**src/rtl/maq_bcd_mod.sv**
```systemverilog
// Two-digit BCD modulo counter stage (seconds/minutes/hours) with up/down counting,
// carry/borrow chaining, a SET adjust mode and a range-checked parallel load.
module maq_bcd_mod #(
    parameter int MODULUS   = 60,
    parameter int MSD_W     = 3,
    parameter int RESET_VAL = 0
) (
    input  logic             maqm_clock,
    input  logic             maqm_reset,
    input  logic             maqm_enable,
    input  logic             maqm_tick,
    input  logic             maqm_down,
    input  logic             maqm_set_mode,
    input  logic             maqm_set_inc,
    input  logic             maqm_set_dec,
    input  logic             maqm_load,
    input  logic [3:0]       maqm_load_lsd,
    input  logic [MSD_W-1:0] maqm_load_msd,
    output logic [3:0]       maqm_lsd,
    output logic [MSD_W-1:0] maqm_msd,
    output logic             maqm_carry,
    output logic             maqm_borrow,
    output logic             maqm_load_err,
    output logic             maqm_in_set
);

    // state   | meaning
    // ST_RUN  | counting on tick, carry/borrow emitted on wrap
    // ST_SET  | manual adjust via set_inc/set_dec, tick ignored, no carry/borrow
    localparam logic [0:0] ST_RUN = 1'b0;
    localparam logic [0:0] ST_SET = 1'b1;

    localparam logic [MSD_W-1:0] MAX_MSD = MSD_W'((MODULUS - 1) / 10);
    localparam logic [3:0]       MAX_LSD = 4'((MODULUS - 1) % 10);
    localparam logic [MSD_W-1:0] RST_MSD = MSD_W'(RESET_VAL / 10);
    localparam logic [3:0]       RST_LSD = 4'(RESET_VAL % 10);

    generate
        if (MODULUS < 2 || MODULUS > 100) begin : g_bad_modulus
            $error("maq_bcd_mod: MODULUS must be within 2..100");
        end
        if (((MODULUS - 1) / 10) >= (1 << MSD_W)) begin : g_bad_msd_w
            $error("maq_bcd_mod: MSD_W too narrow for MODULUS");
        end
        if (RESET_VAL < 0 || RESET_VAL >= MODULUS) begin : g_bad_reset_val
            $error("maq_bcd_mod: RESET_VAL must be below MODULUS");
        end
    endgenerate

    logic [0:0]       state;
    logic             up_wrap, dn_wrap, load_valid;
    logic [3:0]       up_lsd, dn_lsd, nxt_lsd;
    logic [MSD_W-1:0] up_msd, dn_msd, nxt_msd;
    logic             nxt_carry, nxt_borrow, nxt_load_err;

    always_comb begin
        up_wrap = (maqm_msd == MAX_MSD) && (maqm_lsd == MAX_LSD);
        up_lsd  = maqm_lsd + 4'd1;
        up_msd  = maqm_msd;
        if (up_wrap) begin
            up_lsd = 4'd0;
            up_msd = '0;
        end else if (maqm_lsd == 4'd9) begin
            up_lsd = 4'd0;
            up_msd = maqm_msd + 1'b1;
        end
    end

    always_comb begin
        dn_wrap = (maqm_msd == '0) && (maqm_lsd == 4'd0);
        dn_lsd  = maqm_lsd - 4'd1;
        dn_msd  = maqm_msd;
        if (dn_wrap) begin
            dn_lsd = MAX_LSD;
            dn_msd = MAX_MSD;
        end else if (maqm_lsd == 4'd0) begin
            dn_lsd = 4'd9;
            dn_msd = maqm_msd - 1'b1;
        end
    end

    // Equivalent to 10*msd + lsd < MODULUS once lsd is known to be a BCD digit.
    assign load_valid = (maqm_load_lsd <= 4'd9) &&
                        ((maqm_load_msd < MAX_MSD) ||
                         ((maqm_load_msd == MAX_MSD) && (maqm_load_lsd <= MAX_LSD)));

    always_comb begin
        nxt_lsd      = maqm_lsd;
        nxt_msd      = maqm_msd;
        nxt_carry    = 1'b0;
        nxt_borrow   = 1'b0;
        nxt_load_err = 1'b0;
        if (maqm_enable) begin
            if (maqm_load) begin
                if (load_valid) begin
                    nxt_lsd = maqm_load_lsd;
                    nxt_msd = maqm_load_msd;
                end else begin
                    nxt_load_err = 1'b1;
                end
            end else if (state == ST_SET) begin
                if (maqm_set_inc && !maqm_set_dec) begin
                    nxt_lsd = up_lsd;
                    nxt_msd = up_msd;
                end else if (maqm_set_dec && !maqm_set_inc) begin
                    nxt_lsd = dn_lsd;
                    nxt_msd = dn_msd;
                end
            end else if (maqm_tick) begin
                if (!maqm_down) begin
                    nxt_lsd   = up_lsd;
                    nxt_msd   = up_msd;
                    nxt_carry = up_wrap;
                end else begin
                    nxt_lsd    = dn_lsd;
                    nxt_msd    = dn_msd;
                    nxt_borrow = dn_wrap;
                end
            end
        end
    end

    always_ff @(posedge maqm_clock or negedge maqm_reset) begin
        if (!maqm_reset) begin
            state         <= ST_RUN;
            maqm_lsd      <= RST_LSD;
            maqm_msd      <= RST_MSD;
            maqm_carry    <= 1'b0;
            maqm_borrow   <= 1'b0;
            maqm_load_err <= 1'b0;
        end else begin
            state         <= maqm_set_mode ? ST_SET : ST_RUN;
            maqm_lsd      <= nxt_lsd;
            maqm_msd      <= nxt_msd;
            maqm_carry    <= nxt_carry;
            maqm_borrow   <= nxt_borrow;
            maqm_load_err <= nxt_load_err;
        end
    end

    assign maqm_in_set = (state == ST_SET);

endmodule

```
**config.mk**
```make
export PLATFORM = sky130hd
export DESIGN_NAME = maq_bcd_mod
export DESIGN_NICKNAME = d
export VERILOG_FILES = /design/src/rtl/maq_bcd_mod.sv
export SDC_FILE = /design/constraint.sdc
export NUM_CORES = 1
export LEC_CHECK = 0
export ABC_AREA = 1
export CAP_MARGIN = 0
export CORE_ASPECT_RATIO = 1.1
export CORE_UTILIZATION = 40
export DETAILED_ROUTE_END_ITERATION = 16
export PLACE_DENSITY_LB_ADDON = 0.25
export SYNTH_ARGS = -nofsm -noshare
export SYNTH_HDL_FRONTEND = slang
export SYNTH_SLANG_ARGS = --single-unit
```
**constraint.sdc**
```tcl
create_clock -name maqm_clock -period 1.8 [get_ports maqm_clock]
set_input_delay 0.36 -clock maqm_clock [delete_from_list [all_inputs] [get_ports maqm_clock]]
set_output_delay 0.36 -clock maqm_clock [all_outputs]
set_load 0.1 [all_outputs]
```
==> results.cfg <==
[status]
status = completed

[detailed_routing]
routedWlPerCell_um = 11.7
route.detailed.drc = 0
via_count = 1093
routed_wl_mm = 2.53
drt_iter0_markers = 42
vias_per_cell = 5.04
route.antenna.remaining_nets = 0
dr.pass1.iters = 4

[setup_path]
crit_chain = inv_1 -> ha_1 -> nand2_4 -> nor2_4 -> nor2_1 -> nand2_1 -> nand3_1 -> nand2_1 -> nand2_1
max_stage_delay_ps = 480
cp_top_family = simple AND/OR/NAND/NOR gates
worstPathArrival_ps = 1810
r2r-end = maqm_msd[1]
crit_slowest_cell = dfrtp_2
regToRegSetupSlack_ps = 160
setup.worst_path.end = maqm_msd[1]
crit_type = reg -> reg
reg2regPathDepth = 9
critPathBufInv = 1
path_depth = 9
crit_path_start_kind = flip-flop
crit-reg2reg-launch = maqm_lsd[0]
cp_common_cell = nand2_1
crit_path_end_kind = flip-flop
cp-startpoint = maqm_lsd[0]
required_ps = 1960
cp_max_fo = 8

[logic_synthesis]
synth_edf_count = 0
yosys-top-cells-area = dfrtp_1 (25%), nand2_1 (15%), ha_1 (10%)
synth_cells = 156
synth-seq-area-share_pct = 25.2
synthFlopType = dfrtp_1
synthDistinctLibCells = 26
synth_most_common_cell = nand2_1
synth_area_per_cell_um2 = 6.99
async_flop_share_pct = 100
netlist.area_leader.share_pct = 25.2
ys_warn_count = 0
syn_area_um2 = 1090
yosysTopAreaCell = dfrtp_1
synth_seq_cells = 11
synth_nets = 181
synth_common_cells = nand2_1 (43), inv_1 (15), nand3_1 (15), nor2_1 (13), dfrtp_1 (11)

[sta]
fin_crit_ps = 1640
setup_tns_ps = 0
final-setup-viol-count = 0
grt_setup_unrepaired = no
period_share_pct = 91.3
skew_ps = 3.04
max_freq_mhz = 608
finalHoldViolations = 0
max-slew-margin-rel_pct = 58.5
worstMarginPinSlew_ps = 622
drv_slew = 0

[placed_design]
dp_hpwl_mm = 2.03
post_dp_cell_area_um2 = 1500
placed_cells = 213
io_buffers = 26
routabilityCongestion = 0.885

[final_layout]
diodes = 0
fin_cells = 217
final_cell_area_um2 = 1520
fillCellCount = 225
final_layout_size_suffix_gt1_share_pct = 23.1
layout.nets = 212
syn_to_final_growth_pct = 39.4

[grt]
grt_pass1_wl_mm = 4.53
grt_pass1_vias = 1039
grt_max_degree = 12
antenna_found_initial = 0
grt_use_total_pct = 20.2
overflow = 0

[clock_tree]
tritoncts = yes
ctsResizeCount = 0
cts_buffer_depth = 2
path_clk_slew_ps = 70
cts_buffers = 3
insertion_delay_ps = 270
ctsRootBufferMaster = clkbuf_4
cts_setup_buffers = 0
cts_hold_buf = 0
h-tree-depth = 1
numClockSinks = 11

[power]
powerDensity_nw_per_um2 = 1040
p_leak_nw = 0.757
peakVddDrop_v = 0.000687

[floorplan]
coreArea_um2 = 2540
die_h_um = 56.8
start_util_pct = 42.9
pin_count = 27
dieArea_um2 = 2940
die_x_um = 51.8
fp-row-count = 19

[flow_run]
cap_violations = 0

[hold_path]
holdCritPathClass = in -> async
## area by class of cell
cell class / count / area (µm²) / share of cell area, %
tap: 31 / 38.8 / 2.55
sequential: 11 / 282 / 18.5
multi-input combinational: 120 / 699 / 46.0
timing repair buffer: 29 / 393 / 25.8
clock buffer: 4 / 26.3 / 1.73
inverter: 22 / 82.6 / 5.43
## flip-flops by register name, summed over array words and instances, names as in the netlist
name and flops:
maqm_borrow 1, maqm_load_err 1, maqm_in_set 1, maqm_carry 1, maqm_lsd 4, maqm_msd 3
## worst reg2reg max path, stage by stage, from the launching register on
cell     delay, ps
dfrtp_2        480
inv_1          180
ha_1           330
nand2_4        130
nor2_4         120
nor2_1          50
nand2_1         70
nand3_1         70
nand2_1         60
nand2_1         50
## layer usage
metal	vias up	GRT usage [%]	part of all wire, %
met3	6	3.79	4.1
met1	494	25.5	45
met2	32	34.1	50
met5	-	0	0
met4	0	5.79	1.2
li1	561	-	-
## logic make-up (layout without fill, tap and decap cells)
group	Yosys count	after routing	share of synthesized area (%)
flops	11	11	25.2
fa+ha+maj	9	9	10.3
buf+inv	25	55	10.7
xor+xnor	2	2	1.61
simple gates	96	96	44.6
compound gates	13	13	7.57
## placed cells by master, fill, tap and decap left out
cell type         n
nand4_1           4
xnor2_1           1
clkbuf_1          1
nand3_4           1
nor3_1            7
ha_1              9
nor4_1            1
nor2_1           13
nor2_8            1
nand2_2           5
o21ai_4           1
clkinv_1          1
inv_2             6
dfrtp_2           5
o21ai_1           3
a21boi_0          1
buf_12           11
buf_4             3
clkbuf_4          3
o21ai_2           1
xor2_1            1
nand2_4           1
inv_1            15
nand2_1          43
dfrtp_1           6
nand3_2           1
nand3_1          15
a21oi_1           3
clkdlybuf4s50_1  15
nor2_4            4
o21ai_0           4
## worst min path at each step
stage | start | end | cells past startpoint
floorplan | maqm_reset | maqm_borrow | 0
global placement | maqm_in_set | maqm_borrow | 1
global route | maqm_reset | maqm_load_err | 1
CTS | maqm_reset | maqm_load_err | 1
detailed placement | maqm_in_set | maqm_borrow | 1
finish | maqm_reset | maqm_load_err | 1
## through the flow
| stage | power, mW | hold slack [ps] | util (%) | setup slack [ps] |
|---|---|---|---|---|
| finish | 1.58 | 419 | 59.8 | 156 |
| global route | 1.69 | 461 | 59.8 | 25.2 |
| global placement | 1.40 | 568 | 58.8 | -35.9 |
| CTS | 1.59 | 435 | 59.8 | 157 |
| detailed placement | 1.41 | 559 | 58.8 | -48.8 |
| floorplan | 1.09 | 64.4 | - | 3.97 |
## power by group
part	internal, mW	leakage, nW	switching (mW)	total, mW
clock network	0.0859	0.0150	0.0883	0.174
logic	0.363	0.611	0.612	0.975
registers	0.294	0.132	0.135	0.430
total	0.743	0.757	0.836	1.58
Note: power is estimated with default switching activity, not from simulation.
==> variant: new RTL, config.mk and constraints unchanged <==
Reset style: synchronous (`maqm_reset`), changed in one clocked block.
--- a/src/rtl/maq_bcd_mod.sv
+++ b/src/rtl/maq_bcd_mod.sv
@@ -122,3 +122,3 @@
 
-    always_ff @(posedge maqm_clock or negedge maqm_reset) begin
+    always_ff @(posedge maqm_clock) begin
         if (!maqm_reset) begin
Behaviour: differs if maqm_reset is asserted again (counterexample within 4 cycles, from zero or initial values and one cycle with maqm_reset low); with maqm_reset held inactive, the same outputs for 10 cycles.
==> variant against the original RTL <==
- area after synthesis shrank 9.4%
- worst setup slack improved by 0.013 ns
- first-iteration DRC count decreased by 52%
- clock skew down 0.00068 ns
- sequential cell count unchanged
- wire length is 1.3% higher
- non-clock buffer count is 6 higher
- cell area is 3.5% lower
- global-route usage increased by 1.0 points
- critical endpoint is now maqm_lsd[1]
Power is not compared: it rests on default switching activity, and its combinational part moved more than twofold at a synthesized area within 25%.
==> variant: results (changes against the original RTL) <==
initial antenna violation count -> 0 (unchanged)
Hold Path Class -> reg -> reg
Least-Margin Pin Slew -> 0.413 ns (-0.209 ns)
Post-synth ARST share -> 0% (-100 points)
cell family with most CP delay -> buffers and inverters
Layout fillers -> 218 (-3.1%)
Placer Congestion -> 0.857 (-3.1%)
clk_skew -> 0.00237 ns (-0.000679 ns)
Seq/Total Area, Yosys -> 22.3% (-3.0 points)
Area after DPL -> 1440 µm² (-3.5%)
clock root buffer master -> clkbuf_4
Synth area leaders -> dfxtp_1 22%, nand2_1 14%, nand3_1 7.6%
DP HPWL -> 2180 µm (+7.4%)
via count -> 1109 (+1.5%)
CTS H-tree lvls -> 1 (unchanged)
largest net degree at the start of global routing -> 11 (-1)
vias in the first global route -> 1047 (+0.77%)
crit path max-delay cell type -> clkdlybuf4s50_1
worst skew pair latency -> 0.27 ns (about the same)
placed cell count -> 214 (+0.47%)
Post-synth top flop -> dfxtp_1
outcome -> complete, no violations
Finished Layout Cells -> 218 (+0.46%)
syn_nets -> 174 (-3.9%)
Iter 0 DRT Violations -> 20 (-52%)
syn_area_per_cell -> 6.46 µm² (-7.6%)
first-pass GRT wire length -> 4330 µm (-4.4%)
Ant. Diodes -> 0 (unchanged)
unique cell type count in the Yosys netlist -> 27 (+3.8%)
Total GRT Usage -> 21.2% (+1.0 points)
worst-path fanout max -> 7 (-1)
most frequent cells after synthesis -> 37 x nand2_1, 15 x inv_1, 15 x nand3_1, 11 x dfxtp_1, 10 x nor2_1
Leak -> 0.000694 µW
CP arrival -> 1.83 ns (+0.02 ns)
Final nets -> 210 (-0.94%)
max incr delay on CP -> 0.45 ns (-0.03 ns)
share of cells above drive strength 1 -> 31.4% (+8.3 points)
Total Routed Length -> 2560 µm (+1.3%)
[variant: report_power, final]
part           switching [µW]  total [µW]  internal [µW]  leakage (µW)
sequential               41.3         305            264     0.0000931
combinational             285         470            185      0.000586
clock                    87.6         173           85.9     0.0000150
[variant: routing by layer]
layer | share of wire (%) | vias up | global-route usage [%]
met5 | 0 | - | 0
met4 | 0.90 | 0 | 6.19
met3 | 4.2 | 5 | 1.69
met2 | 52 | 30 | 43.4
met1 | 43 | 507 | 23.3
li1 | - | 567 | -
[variant: path summary, 6_finish.rpt]
| path | from | endpoint | slack (ns) | depth (start not counted) |
|---|---|---|---|---|
| setup / recovery | maqm_set_dec | maqm_lsd[1] | 0.17 | 9 |
| hold / removal | maqm_msd[1] | maqm_msd[1] | 0.59 | 2 |
| setup reg to reg | maqm_msd[0] | maqm_msd[1] | 0.34 | 9 |
| hold reg to reg | maqm_msd[1] | maqm_msd[1] | 0.59 | 2 |
[variant: cells by family (layout without fill, tap and decap cells)]
group	after synthesis	count (layout)	share of synthesized area [%]
simple gates	89	89	44.6
flops	11	11	22.3
xor+xnor	2	2	1.77
compound gates	20	20	13.5
buf+inv	26	61	11.5
fa+ha+maj	5	5	6.33
[variant: metrics by stage]
step	total power (µW)	setup slack (ns)	utilization [%]
global route	1000	0.0589	63.9
detailed placement	781	-0.120	62.8
CTS	949	0.150	63.9
floorplan	611	0.0551	-
finish	949	0.169	63.9
global placement	773	-0.0758	62.8
[variant: tightest hold or removal path, cell delays in order, from the launching register on]
cell	delay, ns
dfxtp_2	0.36
o21ai_1	0.13
nor2_1	0.06
[variant: area by class of cell]
class / count / area share [%]
inverter: 22 / 5.62
tap: 30 / 2.56
clock buffer: 4 / 1.79
timing repair buffer: 35 / 29.8
sequential: 11 / 15.7
multi-input combinational: 116 / 44.5
